### config.mk
export PLATFORM = sky130hd
export DESIGN_NAME = palindrome_bit_framer
export DESIGN_NICKNAME = d
export VERILOG_FILES = /design/src/rtl/palindrome_bit_framer.sv
export SDC_FILE = /design/constraint.sdc
export NUM_CORES = 1
export LEC_CHECK = 0
export ABC_AREA = 1
export BUFFER_PORTS_ARGS = -buffer_cell sky130_fd_sc_hd__buf_4
export CAP_MARGIN = 20
export CORE_MARGIN = 1.5
export CORE_UTILIZATION = 51
export DETAILED_ROUTE_END_ITERATION = 6
export PLACE_DENSITY = 0.75
export SLEW_MARGIN = 20
export SYNTH_ARGS = -nofsm -noshare
export SYNTH_HDL_FRONTEND = slang
export SYNTH_SLANG_ARGS = --single-unit
export TNS_END_PERCENT = 30
### constraint.sdc
create_clock -name clk -period 1.25 [get_ports clk]
set_input_delay 0.125 -clock clk [delete_from_list [all_inputs] [get_ports clk]]
set_output_delay 0.125 -clock clk [all_outputs]
set_load 0.01 [all_outputs]
### src/rtl/palindrome_bit_framer.sv
// Serial-to-parallel framer: packs MSB-first bits into Data_width-bit words on a
// registered valid/ready output, with start-of-frame realignment and fragment flagging.
module palindrome_bit_framer #(
  parameter int Data_width = 8
) (
  input  logic                  clk,
  input  logic                  rst_n,
  input  logic                  bit_in,
  input  logic                  bit_valid,
  input  logic                  bit_sof,
  output logic                  bit_ready,
  output logic [Data_width-1:0] word_out,
  output logic                  word_valid,
  input  logic                  word_ready,
  output logic                  frag_err
);

  localparam int CNT_W = (Data_width > 2) ? $clog2(Data_width) : 1;
  localparam logic [CNT_W-1:0] CNT_LAST = CNT_W'(Data_width - 1);
  localparam logic [CNT_W-1:0] CNT_ONE  = CNT_W'(1);

  logic [Data_width-1:0] sh_reg, sh_next;
  logic [CNT_W-1:0]      cnt_reg, cnt_next;
  logic [Data_width-1:0] word_out_reg, word_out_next;
  logic                  word_valid_reg, word_valid_next;
  logic                  frag_err_reg, frag_err_next;

  logic [Data_width-1:0] sh_shifted;
  logic [Data_width-1:0] sh_sof;
  logic                  acc;
  logic                  take;

  // sh_shifted is the shift register with bit_in appended as the new LSB.
  assign sh_shifted[0] = bit_in;
  generate
    for (genvar gi = 1; gi < Data_width; gi++) begin : g_shift
      assign sh_shifted[gi] = sh_reg[gi-1];
    end
  endgenerate

  assign sh_sof    = {{(Data_width-1){1'b0}}, bit_in};
  assign bit_ready = ~word_valid_reg | word_ready;
  assign acc       = bit_valid & bit_ready;
  assign take      = word_valid_reg & word_ready;

  always_comb begin
    sh_next         = sh_reg;
    cnt_next        = cnt_reg;
    word_out_next   = word_out_reg;
    word_valid_next = word_valid_reg;
    frag_err_next   = 1'b0;

    if (take) begin
      word_valid_next = 1'b0;
    end

    // Completion is evaluated after take so a new word always wins the valid flag.
    if (acc) begin
      if (bit_sof) begin
        sh_next       = sh_sof;
        cnt_next      = CNT_ONE;
        frag_err_next = (cnt_reg != '0);
      end else if (cnt_reg == CNT_LAST) begin
        sh_next         = sh_shifted;
        cnt_next        = '0;
        word_out_next   = sh_shifted;
        word_valid_next = 1'b1;
      end else begin
        sh_next  = sh_shifted;
        cnt_next = cnt_reg + CNT_ONE;
      end
    end
  end

  always_ff @(posedge clk or negedge rst_n) begin
    if (!rst_n) begin
      sh_reg         <= '0;
      cnt_reg        <= '0;
      word_out_reg   <= '0;
      word_valid_reg <= 1'b0;
      frag_err_reg   <= 1'b0;
    end else begin
      sh_reg         <= sh_next;
      cnt_reg        <= cnt_next;
      word_out_reg   <= word_out_next;
      word_valid_reg <= word_valid_next;
      frag_err_reg   <= frag_err_next;
    end
  end

  assign word_out   = word_out_reg;
  assign word_valid = word_valid_reg;
  assign frag_err   = frag_err_reg;

endmodule

==> flow_summary.ini, run 1 <==
[status]
outcome = complete, but fails checks
violations = setup timing

[floorplan]
die_width_um = 44.1
die_h_um = 44.1
ios = 17
die-area_um2 = 1940
num_rows = 14
core_area_um2 = 1540
floorplan.initialDensity_pct = 55.8

[sta]
final.min_clock_period_ns = 1.25
worst_slack_ns = -0.00276
max_freq_ghz = 0.798
post-route-period-util_pct = 100
tns_ns = -0.00276
setup_viol = 1
rsz0062_at_grt = true
tightest_slew_ns = 0.345
hold_viol = 0
slew_headroom_pct = 76.9
fin_skew_ns = 0.00389
maxSlewViolCount = 0

[clock_tree]
cts_sinks = 20
clk_pin_slew_ns = 0.11
cts_buffers = 3
cts-root-buf = clkbuf_4
cts_tree = yes
insertion_delay_ns = 0.30
cts.path.max_buffers = 2
cts_htree_levels = 1

[setup_path]
worstPathArrival_ns = 1.45
cp.required_ns = 1.44
cpPeakStageDelay_ns = 0.38
critPathCaptureType = flop
cp_slowest_cell = dfrtp_1
crit_top_cell = nand2_1
crit_type = flop to flop
crit_chain = ha_2 -> ha_4 -> nand4_2 -> nand2_1 -> nand2_1
crit_path_start_kind = flop
crit_fanout = 9

[synthesis]
synth_fp_nets = 104
ys_seq_area_share_pct = 58.1
yosys_register_bits = 20
synthCells = 95
synthDistinctLibCells = 14
syn_area_um2 = 861
synth_area_per_cell_um2 = 9.06
yosys_warnings = 0

[grt]
grt_max_degree = 21
grt_antenna_before_repair = 0
grt_pass1_vias = 672
grt_pass1_wl_um = 2970
grt-ovfl-total = 0
track_usage_pct = 21.0

[min_path]
hp-class = input pin to flop

[routing]
wl_um = 1690
drt-initial-drc-count = 15
via_per_inst = 5.20
first_pass_iters = 5
wl_per_cell_um = 12.8
ant_nets = 0
vias = 687
drcViolationCount = 0

[layout]
layout_commonest_cell = nand2_1
diodes = 0
fin_nets = 127
largest_reg_flops = 8
drive_above_1_share_pct = 31.9
areaGrowthSynthToFinish_pct = 27.0
most-common-layout-cells = nand2_1, dfrtp_1, buf_4

[power]
power_density_nw_per_um2 = 1130
vdd_drop_max_uv = 947
leakage_uw = 0.000619

[placed_design]
place.gp.congestion = 0.780
dp_hpwl_um = 1260
place_ws_ns = -0.0998
io_buffers = 16

[flow_run]
cap_violations = 0
## path summary, 6_finish.rpt
kind	start	end	slack, ns	cells past startpoint
worst max register to register	cnt_reg[1]$_DFFE_PN0N_	word_out[6]$_DFFE_PN0P_	-0.003	5
min in group asynchronous	rst_n	word_out[3]$_DFFE_PN0P_	0.24	2
worst max-delay path	cnt_reg[1]$_DFFE_PN0N_	word_out[6]$_DFFE_PN0P_	-0.003	5
worst min-delay path	bit_in	sh_reg[0]$_DFFE_PN0N_	0.05	3
worst min register to register	word_out[0]$_DFFE_PN0P_	word_out[0]$_DFFE_PN0P_	0.49	2
max in group asynchronous	rst_n	word_out[7]$_DFFE_PN0P_	0.81	2
## cell usage after synthesis
master / number / area share (%)
nor2_4: 1 / 1.3
ha_1: 3 / 4.4
nand2_2: 2 / 1.5
o21ai_2: 1 / 1.0
a21oi_2: 1 / 1.0
nor2_1: 1 / 0.44
inv_2: 1 / 0.44
nand4_2: 1 / 1.5
buf_4: 2 / 1.7
nand2_1: 45 / 20
inv_1: 6 / 2.6
o21ai_0: 3 / 1.7
nand3_1: 8 / 4.7
dfrtp_1: 20 / 58
## layout make-up
cell class              count  area (um2)
clock buffers               3        22.5
fillers                   110         448
inverters                   7        26.3
multi-input cells          66         372
flip-flops and latches     20         500
well taps                  16        20.0
repair buffers             20         153
## critical path: cells and delay by family, from the launching register on
| kind | cells | cell delay [ns] |
|---|---|---|
| AND/OR/NAND/NOR | 3 | 0.43 |
| flip-flops | 1 | 0.38 |
| adder cells (fa/ha/maj) | 2 | 0.34 |
## power by group
group | total, uW | internal, uW | switching (uW)
combinational | 206 | 96.7 | 109
clock | 300 | 112 | 188
sequential | 731 | 696 | 35.3
total | 1240 | 905 | 332
## cells by family after synthesis
kind of cell | count (synthesis) | synth area share (%)
and+or+nand+nor | 58 | 28.9
AOI/OAI and AO/OA | 5 | 3.78
DFF | 20 | 58.1
buffers and inverters | 9 | 4.80
adders and majority gates | 3 | 4.36
## routing by layer
layer  vias to the layer above  routed length, um  global-route usage [%]
met1                       326                754                    28.8
met2                        22                837                    33.8
li1                        335                  -                       -
met4                         0                 38                    9.09
met3                         4                 59                    2.45
met5                         -                  0                       0
## through the flow
step / instance area, um2 / power (uW) / util (%) / instances / hold slack (ns)
floorplan: 861 / 829 / - / 95 / -0.171
global placement: 1000 / 922 / 64.9 / 127 / 0.0144
detailed placement: 1000 / 929 / 64.9 / 127 / 0.0165
CTS: 1080 / 1240 / 70.3 / 132 / 0.0510
global route: 1090 / 1300 / 70.9 / 132 / 0.0488
finish: 1090 / 1240 / 70.9 / 132 / 0.0517
## timing repair
item                       in CTS  in global routing
pin swaps                      11                  2
hold endpoints to repair       20                  0
setup endpoints to repair       9                  9
buffers inserted                1                  0
gates resized for setup         9                  2
hold buffers                    1                  0
No activity file was read; power rests on OpenSTA's default activity.
==> run 2, diff against run 1 <==
ABC_AREA = default   (was 1)
CORE_UTILIZATION = 52   (was 51)
PLACE_DENSITY = 0.76   (was 0.75)
==> flow_summary.ini, run 2 <==
[routing]
via_per_inst = 5.26
first_pass_iters = 3
drt-initial-drc-count = 2
drcViolationCount = 0
ant_nets = 0
wl_um = 1620
wl_per_cell_um = 16.2
vias = 526

[grt]
grt_antenna_before_repair = 0
grt-ovfl-total = 0
grt_pass1_wl_um = 2670
grt_max_degree = 21
track_usage_pct = 19.8
grt_pass1_vias = 576

[placed_design]
io_buffers = 16
placed_area_um2 = 1070
dp_cells = 94
place.gp.congestion = 0.640

[synthesis]
synth_area_per_cell_um2 = 14.2
synthCells = 62
yosys_warnings = 0
yosys_register_bits = 20
ys_async_sr_fraction_pct = 100
syn_area_um2 = 883
ys.flop_type = dfrtp_1
synthDistinctLibCells = 15
netlist_top_cells_count = dfrtp_1, mux2_2, nor2b_1
synth_edf_count = 0
synth_top_area_share_pct = 56.7
ys_seq_area_share_pct = 56.7
netlist_top_cells_area = dfrtp_1, mux2_2, nor2b_1
yosys.area.top_type = dfrtp_1
synth_fp_nets = 71
yosysMostFrequentCell = dfrtp_1

[clock_tree]
cts_sinks = 20
insertion_delay_ns = 0.30
cts_tree = yes
cts_buffers = 3
clk_pin_slew_ns = 0.11
cts_htree_levels = 1
cts.path.max_buffers = 2
cts-root-buf = clkbuf_4

[sta]
setup_viol = 9
rsz0062_at_grt = true
final.min_clock_period_ns = 1.33
max_freq_ghz = 0.751
post-route-period-util_pct = 107
tightest_slew_ns = 0.251
tns_ns = -0.564
worst_slack_ns = -0.0815
hold_viol = 0
fin_skew_ns = 0.00904
fin_hold_ws_ns = 0.0684
slew_headroom_pct = 83.3
maxSlewViolCount = 0

[status]
outcome = complete, but fails checks
violations = setup timing

[setup_path]
crit_path_start_kind = flop
cp.buffers_inverters = 0
cp.required_ns = 1.44
cp_slowest_cell = dfrtp_1
crit_type = flop to flop
crit_fanout = 5
critPathCaptureType = flop
cpPeakStageDelay_ns = 0.40
crit_chain = ha_2 -> ha_4 -> nand4b_4 -> mux2_4
worstPathArrival_ns = 1.52
path_delay_family = flip-flops

[floorplan]
floorplan.initialDensity_pct = 57.3
num_rows = 14
ios = 17
die_h_um = 44.2
die_width_um = 44.2
core_area_um2 = 1540
die-area_um2 = 1950

[layout]
largest_reg_flops = 8
fillers = 104
regArea_um2 = 500
design_area_um2 = 1150
diodes = 0
drive_above_1_share_pct = 52.4
layout_commonest_cell = dfrtp_1
fin_nets = 94
most-common-layout-cells = dfrtp_1, buf_4, mux2_4, mux2_2, nor2b_1
areaGrowthSynthToFinish_pct = 30.7
instances_no_fill = 100
multi_input_area_um2 = 425

[min_path]
hp-class = input pin to flop

[power]
power_density_nw_per_um2 = 1480
vdd_drop_max_uv = 1280
leakage_uw = 0.000612
finalPower_uw = 1700

[flow_run]
cap_violations = 0
-- run 2: cell types whose count changed after synthesis, moves of 3 or more --
cell     before  now
nand3_1       8    0
nor2b_1       0    7
inv_1         6    3
mux2_2        0   16
nand2_1      45    1
-- run 2: power by group --
part           total (uW)  switching (uW)  internal, uW
clock                 523             199           324
combinational         386             156           231
sequential            795            60.6           735
-- run 2: layout make-up --
cell class	instances	area share [%]
inverters	3	0.975
flip-flops and latches	20	43.3
multi-input cells	38	36.8
well taps	16	1.73
repair buffers	19	12.6
clock buffers	3	1.95
clock inverters	1	2.60
-- run 2: per-layer routing --
metal	vias up	track usage, %	share of wire, %
met4	0	10.9	1.1
li1	254	-	-
met2	9	33.2	51
met3	2	3.67	3.1
met5	-	0	0
met1	261	23.9	44
-- run 2: cells by family after synthesis --
kind of cell    after synthesis  share of synthesized area, %
compound gates                1                         0.566
fa+ha+maj                     3                          4.25
buf+inv                       5                          2.97
flops                        20                          56.7
mux                          18                          22.7
simple gates                 15                          12.9
-- run 2: through the flow --
stage	setup slack (ns)	util (%)
detailed placement	-0.145	69.3
finish	-0.0815	74.9
CTS	-0.0882	74.9
global route	-0.126	74.9
floorplan	-0.0794	-
global placement	-0.117	69.3
-- run 2: what timing repair did --
item,CTS,global route
setup buffers,0,0
setup endpoints to repair,9,9
pin swaps,2,1
endpoints found under the hold margin,20,0
cloned,1,0
hold buffers,1,0
resized for setup,1,0
-- run 2: path summary, 6_finish.rpt --
| path | to | slack, ns | start | depth (start not counted) |
|---|---|---|---|---|
| worst min register to register | word_out[1]$_DFFE_PN0P_ | 0.52 | word_out[1]$_DFFE_PN0P_ | 1 |
| max in group asynchronous | cnt_reg[1]$_DFFE_PN0N_ | 0.82 | rst_n | 2 |
| worst min-delay path | word_out[0]$_DFFE_PN0P_ | 0.07 | bit_in | 2 |
| worst max register to register | word_out[0]$_DFFE_PN0P_ | -0.08 | cnt_reg[1]$_DFFE_PN0N_ | 4 |
| worst max-delay path | word_out[0]$_DFFE_PN0P_ | -0.08 | cnt_reg[1]$_DFFE_PN0N_ | 4 |
| min in group asynchronous | word_out[2]$_DFFE_PN0P_ | 0.22 | rst_n | 2 |
==> run 3, diff against run 2 <==
CORE_MARGIN = default   (was 1.5)
==> flow_summary.ini, run 3 (synthesized netlist as in run 2, its figures left out) <==
[clock_tree]
cts_tree = yes
cts-root-buf = clkbuf_4
cts.path.max_buffers = 2
insertion_delay_ns = 0.29
cts_buffers = 3
cts_htree_levels = 1
clk_pin_slew_ns = 0.11
cts_sinks = 20

[floorplan]
num_rows = 14
core_area_um2 = 1540
floorplan.initialDensity_pct = 57.3
ios = 17
die-area_um2 = 1870
die_h_um = 43.2
die_width_um = 43.2

[routing]
wl_um = 1640
wl_per_cell_um = 15.9
drcViolationCount = 0
first_pass_iters = 3
vias = 539
ant_nets = 0
drt-initial-drc-count = 5
via_per_inst = 5.23

[layout]
fin_util_pct = 75.3
drive_above_1_share_pct = 55.2
design_area_um2 = 1160
areaGrowthSynthToFinish_pct = 31.4
diodes = 0
most-common-layout-cells = buf_4, dfrtp_1, mux2_4, mux2_2, nor2b_1
largest_reg_flops = 8
fin_nets = 97
layout_commonest_cell = buf_4

[sta]
maxSlewViolCount = 0
tightest_slew_ns = 0.253
fin_hold_ws_ns = 0.0727
hold_viol = 0
setup_viol = 9
slew_headroom_pct = 83.1
post-route-period-util_pct = 108
fin_skew_ns = 0.00728
rsz0062_at_grt = true
max_freq_ghz = 0.743
worst_slack_ns = -0.0967
final.min_clock_period_ns = 1.35

[status]
violations = setup timing
outcome = complete, but fails checks

[grt]
track_usage_pct = 21.1
grt_pass1_vias = 587
grt_antenna_before_repair = 0
grt-ovfl-total = 0
grt_max_degree = 21
grt_pass1_wl_um = 2780

[setup_path]
rr_endpoint = word_out[6]$_DFFE_PN0P_
crit_path_start_kind = flop
critPathCaptureType = flop
crit_type = flop to flop
crit_fanout = 5
cp_slowest_cell = dfrtp_1
cpPeakStageDelay_ns = 0.37
crit_chain = ha_2 -> ha_4 -> nand4b_4 -> mux2_4
cp.buffers_inverters = 0
r2r-start = cnt_reg[0]$_DFFE_PN0N_
ff2ff_path_depth = 4
ff2ff_setup_slack_ns = -0.1
path_delay_family = flip-flops
worstPathArrival_ns = 1.53
cp.required_ns = 1.43

[power]
vdd_drop_max_uv = 1070
finalPower_uw = 1590
power_density_nw_per_um2 = 1370
leakage_uw = 0.000619

[placed_design]
dp_hpwl_um = 1080
place_ws_ns = -0.165
placed_area_um2 = 1070
place.gp.congestion = 0.657
io_buffers = 16

[min_path]
hp-class = input pin to flop
whs_endpoint = word_out[0]$_DFFE_PN0P_
min_from = bit_in
whs_path_depth = 2

[flow_run]
cap_violations = 0
[run 3: changes by cell type in the layout (fill, tap and decap cells not counted)]
cell       before  now
buf_4          18   21
bufinv_16       1    0
clkbuf_8        0    1
inv_1           3    2
inv_2           0    1
o21ai_0         1    0
o21ai_1         0    1
[run 3: metrics by stage]
stage,TNS [ns],std cells
after floorplan,-0.636,62
after global placement,-0.915,94
after detailed placement,-1.25,94
after CTS,-0.693,101
after global routing,-0.997,103
final,-0.612,103
[run 3: layer usage]
| layer | track usage [%] | vias up | share of wire, % |
|---|---|---|---|
| li1 | - | 258 | - |
| met1 | 26.2 | 268 | 44 |
| met2 | 34.6 | 9 | 52 |
| met3 | 4.26 | 4 | 2.6 |
| met4 | 10.3 | 0 | 1.8 |
| met5 | 0 | - | 0 |
[run 3: final cells by class]
| type | instances | area [um2] |
|---|---|---|
| clock buffers | 4 | 36.3 |
| fillers | 112 | 380 |
| inverters | 3 | 11.3 |
| multi-input cells | 38 | 425 |
| flip-flops and latches | 20 | 500 |
| well taps | 16 | 20.0 |
| repair buffers | 22 | 168 |
[run 3: timing repair]
item / 4_1_cts / 5_1_grt
hold endpoints to repair: 20 / 0
gates resized for setup: 1 / 2
setup endpoints to repair: 9 / 9
setup buffers: 1 / 2
cloned: 1 / 0
pin swaps: 1 / 0
hold buffers: 1 / 0
[run 3: how the worst max path moves through the flow]
stage	from	to	slack (ns)	cells after the start
after floorplan	cnt_reg[0]$_DFFE_PN0N_	word_out[0]$_DFFE_PN0P_	-0.08	4
after global placement	cnt_reg[0]$_DFFE_PN0N_	word_out[4]$_DFFE_PN0P_	-0.12	4
after detailed placement	cnt_reg[1]$_DFFE_PN0N_	word_out[6]$_DFFE_PN0P_	-0.16	4
after CTS	cnt_reg[0]$_DFFE_PN0N_	word_out[6]$_DFFE_PN0P_	-0.11	4
after global routing	cnt_reg[0]$_DFFE_PN0N_	word_out[6]$_DFFE_PN0P_	-0.14	4
final	cnt_reg[0]$_DFFE_PN0N_	word_out[6]$_DFFE_PN0P_	-0.1	4
[run 3: where the power goes]
part	internal, uW	switching [uW]
registers	735	60.3
logic	263	171
clock network	177	186
